### src/rtl/match_req_dispatcher.sv
// Lazy-match window dispatcher: latches one window of up to LAZY_LEN match
// requests and fans each lane out to every match-request channel whose route
// bit is set. Each channel drains its own column of the pending matrix,
// lowest lane first, under an independent valid/ready handshake.
//
// Handshake rule, for the window input and for every channel: a transfer
// happens on a rising clk edge where valid && ready. A valid, once raised, is
// held with a stable payload until that transfer happens. valid never depends
// combinationally on ready.
module match_req_dispatcher #(
    parameter int LAZY_LEN         = 4,
    parameter int NUM_MATCH_REQ_CH = 4,
    parameter int SEQ_OFFSET_BITS  = 21,
    parameter int WIN_ID_BITS      = 8,
    parameter int LANE_BITS        = 2
) (
    input  logic                                     clk,
    input  logic                                     rst,
    input  logic                                     in_valid,
    output logic                                     in_ready,
    input  logic [LAZY_LEN*SEQ_OFFSET_BITS-1:0]      in_offset,
    input  logic [LAZY_LEN-1:0]                      in_mask,
    input  logic [LAZY_LEN*NUM_MATCH_REQ_CH-1:0]     in_route_map,
    input  logic [WIN_ID_BITS-1:0]                   in_win_id,
    output logic [NUM_MATCH_REQ_CH-1:0]              ch_valid,
    input  logic [NUM_MATCH_REQ_CH-1:0]              ch_ready,
    output logic [NUM_MATCH_REQ_CH*SEQ_OFFSET_BITS-1:0] ch_offset,
    output logic [NUM_MATCH_REQ_CH*LANE_BITS-1:0]    ch_lane,
    output logic [NUM_MATCH_REQ_CH*WIN_ID_BITS-1:0]  ch_win_id,
    output logic [NUM_MATCH_REQ_CH-1:0]              ch_last,
    output logic                                     unroutable_valid,
    output logic [LAZY_LEN-1:0]                      unroutable_mask,
    output logic                                     busy
);

    localparam int NCH = NUM_MATCH_REQ_CH;
    localparam int SOB = SEQ_OFFSET_BITS;
    localparam int PW  = LAZY_LEN * NUM_MATCH_REQ_CH;

    localparam logic [0:0] IDLE     = 1'b0;
    localparam logic [0:0] DISPATCH = 1'b1;

    logic [0:0]              state;
    // pending bit i*NCH+j: lane i still owes a request to channel j
    logic [PW-1:0]           pending;
    logic [PW-1:0]           pending_nxt;
    logic [PW-1:0]           accept_pending;
    logic [LAZY_LEN*SOB-1:0] offset_q;
    logic [WIN_ID_BITS-1:0]  win_id_q;
    logic [LAZY_LEN-1:0]     unroutable_nxt;
    logic [LAZY_LEN-1:0]     col [NCH];
    logic [LANE_BITS-1:0]    sel [NCH];
    logic                    accept;

    assign busy     = (state == DISPATCH);
    assign in_ready = (state == IDLE) && !rst;
    assign accept   = in_valid && in_ready;

    // Decode an incoming window into its pending matrix and its dropped lanes
    always_comb begin
        accept_pending = '0;
        unroutable_nxt = '0;
        for (int i = 0; i < LAZY_LEN; i++) begin
            unroutable_nxt[i] = in_mask[i] & ~(|in_route_map[i*NCH +: NCH]);
            for (int j = 0; j < NCH; j++) begin
                accept_pending[i*NCH+j] = in_mask[i] & in_route_map[i*NCH+j];
            end
        end
    end

    // Per-channel lowest-lane pick, payload mux and handshake clear
    always_comb begin
        pending_nxt = pending;
        ch_valid    = '0;
        ch_last     = '0;
        ch_offset   = '0;
        ch_lane     = '0;
        ch_win_id   = '0;
        for (int j = 0; j < NCH; j++) begin
            col[j] = '0;
            sel[j] = '0;
            for (int i = 0; i < LAZY_LEN; i++) begin
                col[j][i] = pending[i*NCH+j];
            end
            // scan downward so the lowest set lane is the last one written
            for (int i = LAZY_LEN - 1; i >= 0; i--) begin
                if (col[j][i]) begin
                    sel[j] = LANE_BITS'(i);
                end
            end
            ch_valid[j] = busy && (col[j] != '0);
            // exactly one bit left in the column means this is the final beat
            ch_last[j]  = ch_valid[j] && ((col[j] & (col[j] - LAZY_LEN'(1))) == '0);
            ch_offset[j*SOB +: SOB]                 = offset_q[int'(sel[j])*SOB +: SOB];
            ch_lane[j*LANE_BITS +: LANE_BITS]       = sel[j];
            ch_win_id[j*WIN_ID_BITS +: WIN_ID_BITS] = win_id_q;
            if (ch_valid[j] && ch_ready[j]) begin
                pending_nxt[int'(sel[j])*NCH + j] = 1'b0;
            end
        end
    end

    // FSM, window latch and pending-matrix update
    always_ff @(posedge clk or posedge rst) begin
        if (rst) begin
            state            <= IDLE;
            pending          <= '0;
            offset_q         <= '0;
            win_id_q         <= '0;
            unroutable_valid <= 1'b0;
            unroutable_mask  <= '0;
        end else begin
            unroutable_valid <= 1'b0;
            case (state)
                IDLE: begin
                    if (accept) begin
                        offset_q         <= in_offset;
                        win_id_q         <= in_win_id;
                        pending          <= accept_pending;
                        unroutable_mask  <= unroutable_nxt;
                        unroutable_valid <= |unroutable_nxt;
                        // a window with nothing routable never leaves IDLE
                        state            <= (|accept_pending) ? DISPATCH : IDLE;
                    end
                end
                default: begin
                    pending <= pending_nxt;
                    if (pending_nxt == '0) begin
                        state <= IDLE;
                    end
                end
            endcase
        end
    end

endmodule
### config.mk
export PLATFORM = sky130hd
export DESIGN_NAME = match_req_dispatcher
export DESIGN_NICKNAME = d
export VERILOG_FILES = /design/src/rtl/match_req_dispatcher.sv
export SDC_FILE = /design/constraint.sdc
export NUM_CORES = 1
export LEC_CHECK = 0
export CAP_MARGIN = 5
export CORE_ASPECT_RATIO = 0.7
export CORE_MARGIN = 2
export CORE_UTILIZATION = 42
export CTS_BUF_LIST = sky130_fd_sc_hd__clkbuf_4 sky130_fd_sc_hd__clkbuf_8
export CTS_CLUSTER_DIAMETER = 100
export DETAILED_ROUTE_END_ITERATION = 12
export PLACE_DENSITY_LB_ADDON = 0.08
export SLEW_MARGIN = 20
export SYNTH_ARGS = -nofsm -noshare
export SYNTH_HDL_FRONTEND = slang
export SYNTH_SLANG_ARGS = --single-unit
### constraint.sdc
create_clock -name clk -period 3.7 [get_ports clk]
set_input_delay 0.74 -clock clk [delete_from_list [all_inputs] [get_ports clk]]
set_output_delay 0.74 -clock clk [all_outputs]
set_load 0.02 [all_outputs]
Word-level counts from Yosys, hierarchy flattened
Index checks and enable logic that the tools add are counted.
Word-level totals
  output and inout port bits: 139
  logic and storage cells: 138
  input bits: 119
  bits in registers: 114
Operators by class
  shift-type cells: 4
  bitwise operators: 37
  magnitude comparators: 8
  multiply operators: 4
  mux-type cells: 36
  add/sub/neg operators: 7
  reductions and logical operators: 36
Operators by type and width (count)
  84-bit by 8-bit variable part select with 21-bit output: 4
  16-bit two-way mux: 6
  16-bit bitwise AND: 4
  16-bit inverter: 3
  2-bit two-way mux: 16
  2-bit by 5-bit multiplier with 7-bit output (second input constant): 4
  1-bit bitwise AND: 20
  4-bit OR reduction: 5
  1-bit logical AND: 18
  4-bit bitwise AND: 4
  16-bit zero test: 1
  4-bit zero test: 4
  13-bit inverter with 16-bit output: 1
  4-bit nonzero test: 4
  16-bit OR reduction: 1
  4-bit by 1-bit subtractor with 4-bit output (second input constant): 4
  5-bit by 1-bit greater-or-equal comparator with 1-bit output (second input constant): 3
  5-bit < comparator (second input constant): 3
  1-bit demux with 4-bit select: 3
  4-bit by 2-bit adder with 5-bit output (second input constant): 2
  1-bit two-way mux: 10
  4-bit by 1-bit adder with 5-bit output (second input constant): 1
  4-bit by 5-bit < comparator with 1-bit output (second input constant): 1
  1-bit inverter: 5
  other kinds (5): 5

Logic depth before layout (Yosys ltp)
Gate-level depths: netlist of run 1.
  depth after elaboration: 20
  mapped depth: 8
  gate-level depth less buffers: 5

Worst setup path after synthesis of run 1
Ideal clock, no wire load.
  kind: flip-flop to output port
  start: reg pending[11]
  end: out ch_offset[65]
  required time: 2.960 ns
  arrival: 1.603 ns
  buffers on the path: 1
  stages on the path, launching flop included: 6
  slack: 1.357 ns
  cell sequence: dfrtp_1 inv_2 a21oi_2 nor2_2 buf_6 mux4_1
On the way
  word-level cells in the longest chain between the ends: 5
RTL lines
  start, declared: line 45  | logic [PW-1:0] pending;
  start signal, assigned: line 119  | pending <= accept_pending;
  start signal, assigned: line 127  | pending <= pending_nxt;
  2-bit two-way mux (3 in series): line 87  | if (col[j][i]) begin
  net ch_lane[6]: line 28  | output logic [NUM_MATCH_REQ_CH*LANE_BITS-1:0] ch_lane,
  2-bit by 5-bit multiplier with 7-bit output: line 94  | ch_offset[j*SOB +: SOB] = offset_q[int'(sel[j])*SOB +: SOB];
  84-bit by 8-bit variable part select with 21-bit output: line 94
  end, declared: line 27  | output logic [NUM_MATCH_REQ_CH*SEQ_OFFSET_BITS-1:0] ch_offset,
The timed path passes the listed nets, and every way through them passes these cells.

Final worst setup path of run 1
  start: reg pending[3]
  end: out ch_offset[70]
On the way
  word-level cells in the longest chain between the ends: 3
RTL lines (line)
  2-bit two-way mux: 87
  2-bit by 5-bit multiplier with 7-bit output: 94
  84-bit by 8-bit variable part select with 21-bit output: 94
Every way passes these cells.

==> results.ini, run 1 <==
[global_routing]
grt_util_all_layers_pct=27.6
grt_max_degree=115
grt_pass1_vias=6767
grt-ovfl-total=0
grt_pass1_wl_um=39000
antenna_found_initial=2

[final_layout]
area_delta_synth_final_pct=42.0
nNetsFinal=1171
fin_area_sq_um=10400
final_util_pct=60.7
drive_above_1_share_pct=10.1

[timing]
setup_viol=0
fin_skew_ns=0.00953
fin_tns_setup_ns=0
fin_crit_sh_pct=94.2
slew_viol_final=0
rsz0062_at_grt=false
min_period_ns=3.49
relSlewSlack_pct=54.6
tightest_slew_ns=0.680
fin_ws_ns=0.215
finalHoldViolCount=0
fmax_mhz=287

[clock_network]
postCtsHoldBufs=0
path_clk_slew_ns=0.07
cts.sinks=114
clockBufferDepth=2
cts_made_buffers=17
insertion_delay_ns=0.44
cts_tree=built
h-tree-depth=4
root_buffer=clkbuf_8

[setup_path]
crit_required_ns=2.96
worst-r2r-setup-slack_ns=1.79
startpoint_type=flip-flop
end_kind=primary output
max_stage_delay_ns=0.58
path_class=flip-flop to primary output
cp.buffers_inverters=3
slowest_stage=clkdlybuf4s50_1
worstPathArrival_ns=2.75
crit_chain=nor2_1, o21ai_0, inv_1, buf_4, mux4_2, clkdlybuf4s50_1
cp_max_fo=22
crit_family=buffers and inverters

[logic_synthesis]
syn_avg_cell_area_sq_um=8.72
synth_cells=838
seq_area_frac_synth_pct=39.0
ys.warnings.count=0
synth_area_sq_um=7310
yosys-top-cells-area=dfrtp_1 (39%), nand2_1 (17%), mux4_2 (9.9%), buf_4 (3.6%), mux4_1 (3.6%)
post-synth-top-area-fraction_pct=39.0
async_flop_share_pct=100
yosysUniqueCellTypes=47
synth.most_common_cell=nand2_1
synthTopCellsByCount=nand2_1 (339), dfrtp_1 (114), o21ai_0 (41)
synth_edf_count=0
ys_ff_latch=114
syn_nets=957
synth_area_leader_cell=dfrtp_1
dominantRegCellSynth=dfrtp_1

[hold_path]
hold_class=flip-flop to flip-flop

[drt]
firstDrtPassIters=7
drtIter0Drc=809
drc=0
via_per_inst=5.45
wl_um=24800
vias=7068
wl_per_cell_um=19.1
antenna_left=0

[power_and_ir_drop]
p_total_mw=11.1
p_per_area_nw_per_um2=1070
ir_drop_v=0.000613
p_leak_nw=4.45

[placement]
port_buffers=257
dp_slack_ns=0.473
place.gp.congestion=0.864
dp_hpwl_um=17000
placed_area_sq_um=9900

[die]
die_h_um=114
die_w_um=162
floorplan.initialDensity_pct=42.7
ios=258
dieArea_sq_um=18500
std_cell_rows=40
core-area_sq_um=17100

[run_status]
status=finished, final reports clean

[run]
maxCapViolCount=0

==> area by class of cell <==
type,count,area [sq um]
sequential,114,2850
fill,1543,6730
timing repair buffer,281,2820
antenna,3,7.51
multi-input combinational,626,3950
clock buffer,21,283
tap,231,289
clock inverter,10,133
inverter,12,50.0
==> routing by layer <==
| metal | wire length (um) | vias to the layer above | track usage, % |
|---|---|---|---|
| li1 | - | 3316 | - |
| met1 | 11100 | 3363 | 39.4 |
| met2 | 10600 | 353 | 39.0 |
| met3 | 2670 | 36 | 10.4 |
| met4 | 471 | 0 | 8.55 |
| met5 | 0 | - | 0 |
==> stage by stage <==
step / hold slack, ns / std cells
2_1_floorplan: 0.490 / 838
3_3_place_gp: 0.472 / 1260
3_5_place_dp: 0.475 / 1260
4_1_cts: 0.493 / 1294
5_1_grt: 0.533 / 1295
6_report: 0.492 / 1298
==> worst paths after layout <==
kind	start	endpoint	cells past startpoint
setup / recovery	pending[3]$_DFFE_PP0P_	ch_offset[70]	6
hold / removal	unroutable_mask[2]$_DFFE_PP0P_	unroutable_mask[2]$_DFFE_PP0P_	2
setup reg to reg	busy$_DFF_PP0_	pending[6]$_DFFE_PP0P_	6
hold reg to reg	unroutable_mask[2]$_DFFE_PP0P_	unroutable_mask[2]$_DFFE_PP0P_	2
max in group asynchronous	rst	offset_q[3]$_DFFE_PP0P_	3
min in group asynchronous	rst	unroutable_mask[0]$_DFFE_PP0P_	3
==> worst min-delay path, delay by kind of cell (launching register included) <==
family,cells,cell delay [ns]
and+or+nand+nor,1,0.04
DFF,1,0.34
AOI/OAI and AO/OA,1,0.07
==> cells by family after synthesis <==
group / share of synthesized area [%]
buffers and inverters: 7.74
multiplexers: 16.3
XOR/XNOR: 0.479
flip-flops: 39.0
AND/OR/NAND/NOR: 22.9
adder cells (fa/ha/maj): 0.137
AO/OA/AOI/OAI: 13.4
==> layout by cell type (no fill, tap or decap), types with 10 or more instances in the layout <==
cell,Yosys,final
a31oi_1,23,23
a21oi_1,13,13
a211oi_1,21,21
mux4_1,10,10
mux2i_1,21,21
a22oi_1,22,22
o21ai_0,41,41
nand3_1,10,10
clkbuf_8,0,20
nand2_1,339,338
mux4_2,32,32
dfrtp_1,114,114
and2_1,22,21
buf_4,35,18
clkdlybuf4s50_1,0,256
nor2_1,12,10
==> state kept, by name, indices dropped and copies added (netlist names) <==
| register | cells |
|---|---|
| busy | 1 |
| offset_q | 84 |
| pending | 16 |
| unroutable_mask | 4 |
| unroutable_valid | 1 |
| win_id_q | 8 |
==> repair_timing <==
action / in CTS / in global routing
buffers inserted: 3 / 1
cloned: 0 / 0
setup endpoints to repair: 9 / 12
resized for setup: 0 / 4
pin swaps: 1 / 1
==> power by group <==
part	internal [mW]	switching, mW	total, mW
logic	3.49	3.83	7.32
clock network	0.718	0.523	1.24
registers	1.77	0.775	2.55
(Power assumes the default switching activity.)
==> inputs of run 2 (changes only) <==
CORE_UTILIZATION = 43   (was 42)
SKIP_LAST_GASP = 1   (was default)
==> results.ini, run 2 (synthesis results as in run 1) <==
[drt]
antenna_left=0  ; unchanged
top_layer_used=met4  ; unchanged
dr_wl_met2_um=10600  ; about the same
wl_um=24300  ; was 24800 um
met1_length_um=10900  ; was 11100 um
drtIter0Drc=660  ; was 809
wl_per_cell_um=18.9  ; was 19.1 um
drc=0  ; unchanged
via_per_inst=5.55  ; was 5.45
firstDrtPassIters=7  ; unchanged
met3_length_um=2490  ; was 2670 um
vias=7132  ; was 7068

[die]
core-area_sq_um=16500  ; was 17100 sq um
std_cell_rows=39  ; was 40
die_h_um=113  ; was 114 um
dieArea_sq_um=18100  ; was 18500 sq um
ios=258  ; unchanged
die_w_um=160  ; was 162 um
floorplan.initialDensity_pct=44.3  ; was 42.7%

[final_layout]
final_common_cell=nand2_1  ; unchanged
nNetsFinal=1167  ; was 1171
fin_area_sq_um=10300  ; was 10400 sq um
fin_cells=1285  ; was 1298
final_cell_mix=nand2_1 (338), clkdlybuf4s50_1 (257), dfrtp_1 (114), o21ai_0 (41), mux4_2 (32)  ; was nand2_1 (338), clkdlybuf4s50_1 (256), dfrtp_1 (114), o21ai_0 (41), mux4_2 (32)
final_util_pct=62.6  ; was 60.7%
n_fill_cell=1487  ; was 1543
area_delta_synth_final_pct=41.3  ; was 42.0%
top_register=offset_q  ; unchanged
regArea_sq_um=2850  ; unchanged
largest_reg_flops=84  ; unchanged
reg_top3=offset_q: 84 flops, pending: 16 flops, win_id_q: 8 flops  ; unchanged
multiInputGateArea_sq_um=3940  ; was 3950 sq um
drive_above_1_share_pct=9.63  ; was 10.1%

[clock_network]
clockBufferDepth=2  ; unchanged
cts_made_buffers=17  ; unchanged
cts_tree=built  ; unchanged
path_clk_slew_ns=0.08  ; was 0.07 ns
h-tree-depth=4  ; unchanged
root_buffer=clkbuf_8  ; unchanged
insertion_delay_ns=0.44  ; about the same
cts_setup_buffers=0  ; was 3
cts.sinks=114  ; unchanged

[global_routing]
grt_pass1_wl_um=38700  ; was 39000 um
grt_max_degree=82  ; was 115
grt_util_all_layers_pct=27.5  ; was 27.6%
grt-ovfl-total=0  ; unchanged
grt_pass1_vias=6901  ; was 6767
antenna_found_initial=1  ; was 2

[power_and_ir_drop]
ir_drop_v=0.000659  ; was 0.000613 V
p_per_area_nw_per_um2=1070  ; about the same
p_total_mw=11.0  ; was 11.1 mW
p_leak_nw=4.42  ; was 4.45 nW

[timing]
fin_ws_ns=0.176  ; was 0.215 ns
holdWs_ns=0.490  ; was 0.492 ns
min_period_ns=3.52  ; was 3.49 ns
tightest_slew_ns=0.941  ; was 0.680 ns
setup_viol=0  ; unchanged
fmax_mhz=284  ; was 287 MHz
fin_skew_ns=0.0116  ; was 0.00953 ns
fin_crit_sh_pct=95.3  ; was 94.2%
slew_viol_final=0  ; unchanged
fin_tns_setup_ns=0  ; unchanged
relSlewSlack_pct=37.3  ; was 54.6%
finalHoldViolCount=0  ; unchanged
rsz0062_at_grt=false  ; unchanged

[placement]
port_buffers=257  ; unchanged
placed_area_sq_um=9930  ; was 9900 sq um
dp_hpwl_um=16600  ; was 17000 um
dp_slack_ns=0.634  ; was 0.473 ns
post-place-cells=1254  ; was 1260
place.gp.congestion=0.869  ; was 0.864

[setup_path]
ff2ff_path_depth=6  ; unchanged
r2r_end=pending[6]$_DFFE_PP0P_  ; unchanged
crit_start=pending[6]$_DFFE_PP0P_  ; was pending[3]$_DFFE_PP0P_
cp_max_fo=42  ; was 22
timing.rr.start=busy$_DFF_PP0_  ; unchanged
path_class=flip-flop to primary output  ; unchanged
worstPathArrival_ns=2.78  ; was 2.75 ns
startpoint_type=flip-flop  ; unchanged
crit_required_ns=2.96  ; about the same
end_kind=primary output  ; unchanged
crit_path_end=ch_offset[43]  ; was ch_offset[70]
worst-r2r-setup-slack_ns=1.62  ; was 1.79 ns

[hold_path]
hold_class=flip-flop to flip-flop  ; unchanged
hold_start=unroutable_mask[0]$_DFFE_PP0P_  ; was unroutable_mask[2]$_DFFE_PP0P_

[run_status]
status=finished, final reports clean  ; unchanged

[run]
maxCapViolCount=0  ; unchanged

run 2: cell count changes in the layout (fill, tap and decap cells not counted), sizes merged:
cell / delta
buf: -4
dlymetal6s2s: -1
clkinv: +2
clkinvlp: -1
clkbuf: -2
clkdlybuf4s50: +1
diode: -2
run 2: how the worst min path moves through the flow:
stage	slack [ns]	cells after the start	to
floorplan	0.49	2	offset_q[10]$_DFFE_PP0P_
global placement	0.47	2	unroutable_mask[0]$_DFFE_PP0P_
detailed placement	0.47	2	unroutable_mask[0]$_DFFE_PP0P_
CTS	0.49	2	unroutable_mask[0]$_DFFE_PP0P_
global route	0.54	2	unroutable_mask[3]$_DFFE_PP0P_
finish	0.49	2	unroutable_mask[0]$_DFFE_PP0P_
run 2: where the power goes:
part | internal (mW) | leakage (nW) | switching [mW] | total [mW]
Clock | 0.677 | 0.200 | 0.521 | 1.20
Sequential | 1.77 | 1.44 | 0.740 | 2.51
Combinational | 3.48 | 2.77 | 3.83 | 7.31
run 2: critical path, stage by stage (launching register included):
cell and delay (ns):
dfrtp_1 0.49, inv_1 0.11, a21o_1 0.16, buf_4 0.39, and2_1 0.19, a211oi_1 0.05, a31oi_1 0.28, clkdlybuf4s50_1 0.67
run 2: layout make-up:
cell class	count	area share, %
antenna	1	0.0242
clock buffer	19	2.47
clock inverter	11	1.34
inverter	12	0.484
multi-input combinational	626	38.1
sequential	114	27.6
tap	225	2.72
timing repair buffer	277	27.2
run 2: timing repair:
| item | in CTS | in global routing |
|---|---|---|
| gates resized for setup | 0 | 1 |
| hold buffers | 0 | 0 |
| endpoints found under the setup margin | 0 | 1 |
run 2: metal layers:
metal  up-vias  global-route usage (%)
met5         -                       0
met4         0                    8.23
met3        41                    7.37
met2       380                    40.3
met1      3400                    40.3
li1       3311                       -
